**config.mk**
```make
export PLATFORM = sky130hd
export DESIGN_NAME = reg_dump_ctrl
export DESIGN_NICKNAME = d
export VERILOG_FILES = /design/src/rtl/reg_dump_ctrl.sv
export SDC_FILE = /design/constraint.sdc
export NUM_CORES = 1
export LEC_CHECK = 0
export CAP_MARGIN = 20
export CORE_ASPECT_RATIO = 0.8
export CORE_UTILIZATION = 51
export CTS_BUF_LIST = sky130_fd_sc_hd__clkbuf_16
export DETAILED_ROUTE_END_ITERATION = 8
export PLACE_DENSITY = 0.8
export SLEW_MARGIN = 20
export SYNTH_ARGS = -nofsm -noshare
export SYNTH_HDL_FRONTEND = slang
export SYNTH_SLANG_ARGS = --single-unit
```
**constraint.sdc**
```tcl
create_clock -name clk -period 2.63 [get_ports clk]
set_clock_uncertainty 0.2 [all_clocks]
set_input_delay 0.263 -clock clk [delete_from_list [all_inputs] [get_ports clk]]
set_output_delay 0.263 -clock clk [all_outputs]
set_load 0.01 [all_outputs]
```
**src/rtl/reg_dump_ctrl.sv**
```systemverilog
// reg_dump_ctrl: resets and runs a CPU for a bounded burst, then streams a snapshot of its register file.
// A continuous session repeats run+scan phases until stop is seen.
module reg_dump_ctrl #(
  parameter int DATA_W = 32,
  parameter int NREG = 32,
  parameter int RST_CYCLES = 2,
  parameter int RUN_CYCLES = 10,
  localparam int SEL_W = NREG > 1 ? $clog2(NREG) : 1
) (
  input  logic              clk,
  input  logic              rstn,
  input  logic              start,
  input  logic              mode_cont,
  input  logic              stop,
  input  logic              halt,
  output logic              cpu_rstn,
  output logic              cpu_en,
  output logic [SEL_W-1:0]  reg_sel,
  input  logic [DATA_W-1:0] reg_data,
  output logic              dump_valid,
  input  logic              dump_ready,
  output logic [DATA_W-1:0] dump_data,
  output logic [SEL_W-1:0]  dump_idx,
  output logic              dump_last,
  output logic              busy,
  output logic              done
);
  localparam logic [2:0] IDLE = 3'd0, RESET = 3'd1, RUN = 3'd2, SCAN = 3'd3, DONE = 3'd4;
  localparam logic [SEL_W-1:0] SEL_LAST = SEL_W'(NREG - 1);
  localparam logic [31:0] RST_LAST = 32'(RST_CYCLES - 1);
  localparam logic [31:0] RUN_LAST = 32'(RUN_CYCLES - 1);
  logic [2:0] state, state_nxt;
  logic [31:0] cnt;
  logic settle, mode, stop_seen, cap, fin, run_end, rst_end, step;
  assign cpu_en = state == RUN;
  assign busy = state == RESET || state == RUN || state == SCAN;
  always_comb begin
    run_end = cpu_en && (halt || cnt == RUN_LAST);
    rst_end = state == RESET && cnt == RST_LAST;
    // once the last beat is captured, nothing more is captured until it is accepted
    cap = state == SCAN && settle && (!dump_valid || dump_ready) && !(dump_valid && dump_last);
    fin = state == SCAN && dump_valid && dump_ready && dump_last;
    step = cap && reg_sel != SEL_LAST;
    state_nxt = state == IDLE ? (start ? RESET : IDLE) :
                rst_end ? RUN :
                run_end ? SCAN :
                fin ? ((!mode || stop_seen || stop) ? DONE : RUN) :
                state == DONE ? IDLE : state;
  end
  always_ff @(posedge clk or negedge rstn)
    if (!rstn) begin
      state <= IDLE;
      cnt <= '0;
      cpu_rstn <= 1'b0;
      reg_sel <= '0;
      settle <= 1'b0;
      mode <= 1'b0;
      stop_seen <= 1'b0;
      done <= 1'b0;
      dump_valid <= 1'b0;
      dump_data <= '0;
      dump_idx <= '0;
      dump_last <= 1'b0;
    end else begin
      state <= state_nxt;
      cnt <= state_nxt == state ? cnt + 32'd1 : '0;
      cpu_rstn <= state_nxt != RESET;
      reg_sel <= run_end ? '0 : step ? reg_sel + 1'b1 : reg_sel;
      settle <= state == SCAN && !step;
      if (state == IDLE && start) mode <= mode_cont;
      stop_seen <= state_nxt != IDLE && (stop_seen || (busy && stop));
      done <= state_nxt == DONE || (done && !(state == IDLE && start));
      if (cap) begin
        dump_valid <= 1'b1;
        dump_data <= reg_data;
        dump_idx <= reg_sel;
        dump_last <= reg_sel == SEL_LAST;
      end else if (dump_ready) dump_valid <= 1'b0;
    end
endmodule

```
==> key figures <==
Route
  – Post-Route WL: just over 8000 um
  – Initial DRT Pass Iterations: 4
  – DRC viols: 0
  – Drt initial violations: 121
  – Post-route ant nets: 0
  – Via density: 5.39
  – DR vias: 2829
  – Drt wl/cell: 15.8 um

Critical path
  – CP arrival: about 1800 ps
  – CP Capture Type: output port
  – Crit path launch type: register
  – Critical path class: register to output port
  – CP max FO: 9
  – Worst-path cell chain: or2_2 > nor2b_1 > clkdlybuf4s50_1
  – Required time of the critical path: 2170 ps
  – Crit. Startpoint: state[0]
  – CP max stage cell: clkdlybuf4s50_1
  – Delay of the slowest critical-path stage: between 400 and 500 ps
  – FF-to-FF Start: cnt[1]

Timing
  – F_max: 0.443 GHz
  – Tcrit/Tclk final: 0.859
  – Final hold violation count: 0
  – Max-slew violation count: 0
  – Fin crit period: 2260 ps
  – Slew HR: 0.657
  – Tightest Pin Transition: 513 ps
  – Final setup fails: 0
  – RSZ-0062 raised after global routing: false
  – Setup TNS: 0 ps

Layout
  – Share of layout cells above drive strength 1: 0.250
  – # fillers: 557
  – Nets@finish: 460
  – N_diodes: 0
  – Final core occ: 0.697
  – P&R area growth vs syn: 29.6%

Placed design
  – PortBufs: 86
  – Gpl congestion: 0.758
  – DPL Wire Length: 5730 um

Yosys
  – Post-synthesis compound-gate area fraction: 0.0931
  – Xor/xnor share of the synthesized area: 0.0710
  – Yosys Warn Count: 0
  – Synth area leader: dfrtp_1
  – Area share of the largest cell type after synthesis: 0.516
  – Most frequent cell after synthesis: dfrtp_1
  – Area contributors post-synth: dfrtp_1 52%, mux2_2 11%, a21oi_2 6.7%
  – Area of the mapped netlist: 0.00407 mm^2
  – Synth top cells by count: 84 x dfrtp_1, 38 x mux2_2, 31 x a21oi_2, 25 x xnor2_1, 19 x nor2_1
  – Unique masters post-synth: 45
  – Top FF cell, synth: dfrtp_1
  – Post-synthesis simple-gate area fraction: 0.151
  – Number of synthesized flops with an enable pin: 0
  – Synth Instances: 328
  – Post-synthesis mux area share: 0.110
  – Post-synthesis adder-cell area fraction: 0.0123
  – #FFs+latches synth: 84
  – Syn Nets: 371
  – Post-synth ARST share: 1.00
  – Synthesized area per cell: between 10 and 15 um^2
  – Largest family of logic cells by synthesized area: simple AND/OR/NAND/NOR gates
  – Post-synthesis sequential area ratio: 0.516

Floorplanning
  – Die Area: 0.00835 mm^2
  – Die width: approximately 100 um
  – Chip Height: 81.9 um
  – # IOs: 87
  – Placeable Area: 0.00757 mm^2
  – Row count: 28
  – Initial Util: 0.538

Global routing
  – Vias in the first global route: 3025
  – First-pass GRT wire length: 14000 um
  – Antenna violations before repair: 0
  – Total grt overflow: 0
  – Largest net degree at the start of global routing: 53
  – GRT Resource Usage Total: 0.223

Pwr
  – Comb pwr share: 0.412
  – Leakage: 2.12 nW
  – Power Internal: 3.61 mW
  – Sequential share of power: 0.363
  – Pwr Density: 1020 mW/mm^2
  – Clock share of power: 0.225
  – Switch share: 0.330
  – Max IR drop VDD: 0.000635 V
  – Psw: around 1.8 mW

Clock network
  – Post_cts resized: 0
  – CTS tree: yes
  – Longest Clk Path Bufs: 2
  – Clk_lat worst skew: about 330 ps
  – CTS Sinks: 84
  – Root buffer cell: clkbuf_16
  – CTS Buf Count: 9
  – Worst-path clk slew: approximately 60 ps
  – H-tree lvl count: 3

Status
  – Outcome: finished, final reports clean

Worst hold path
  – Min-delay worst type: primary input to asynchronous set/reset pin

Job
  – Max Cap Viol: 0
[path summary, 6_finish.rpt]
check,depth (start not counted),to,slack (ps)
max,3,busy,370
min,2,dump_data[24],220
max reg2reg,8,cpu_rstn,370
min reg2reg,1,done,290
max in group asynchronous,3,reg_sel[0],1380
min in group clk,1,done,290
[power groups by stage]
stage          Clock, mW  Combinational, mW  Sequential [mW]
6_report            1.21               2.22             1.95
2_1_floorplan          0               1.28             2.06
4_1_cts             1.24               2.25             1.96
3_5_place_dp           0               2.23             1.97
5_1_grt             1.30               2.38             2.01
3_3_place_gp           0               2.19             1.95
[logic make-up after synthesis]
kind of cell / count (synthesis)
and+or+nand+nor: 99
DFF: 84
AOI/OAI and AO/OA: 47
muxes: 40
xor gates and xnor gates: 33
buffers and inverters: 21
adders and majority gates: 4
[state kept, by name, indices dropped and copies added (netlist names)]
name / flops
settle: 1
dump_idx: 5
dump_valid: 1
cpu_rstn: 1
reg_sel: 5
state: 3
stop_seen: 1
done: 1
cnt: 32
dump_last: 1
dump_data: 32
mode: 1
[timing repair]
| item | CTS | global route |
|---|---|---|
| setup buffers | 0 | 0 |
| hold buffers | 1 | 0 |
| endpoints found under the hold margin | 32 | 0 |
[worst max-delay path, delay by kind of cell, from the launching register on]
family	cells	cell delay (ps)
buffers and inverters	1	490
flip-flops	1	470
AND/OR/NAND/NOR	2	510
[routing by layer]
| layer | GRT usage | share of wire | vias up |
|---|---|---|---|
| met5 | 0 | 0 | - |
| met4 | 0.0671 | 0.012 | 0 |
| met3 | 0.100 | 0.071 | 8 |
| met2 | 0.343 | 0.45 | 66 |
| met1 | 0.283 | 0.47 | 1418 |
| li1 | - | - | 1337 |
[per-stage QoR]
step	hold WS (ps)	std cells	setup WS, ps	area (um^2)	power (mW)
6_report	223	525	370	5280	5.38
5_1_grt	263	525	162	5280	5.69
4_1_cts	219	525	369	5280	5.44
3_5_place_dp	39.4	510	411	4990	4.20
3_3_place_gp	34.2	510	382	4990	4.14
2_1_floorplan	-233	328	591	4070	3.34
[layout make-up]
class | instances | area (um^2) | share of cell area
clock buffers | 9 | 225 | 0.0427
inverters | 5 | 18.8 | 0.00356
repair buffers | 94 | 946 | 0.179
multi-input cells | 223 | 1800 | 0.341
flip-flops and latches | 84 | 2100 | 0.398
clock inverters | 5 | 55.1 | 0.0104
well taps | 105 | 131 | 0.0249
[layout by cell type (no fill, tap or decap), types with 4 or more instances in the layout]
cell type         n
clkdlybuf4s50_1  85
dfrtp_1          84
mux2_2           38
a21oi_2          31
xnor2_1          25
nor2_1           19
nand2_1          18
nand3_1          11
clkbuf_16         9
nor4_1            8
xor2_1            8
nor3_1            7
nand4_1           6
o21ai_0           6
buf_4             6
inv_1             5
nand2b_1          4
and4_1            4
ha_1              4
Note: power is estimated with default switching activity, not from simulation.
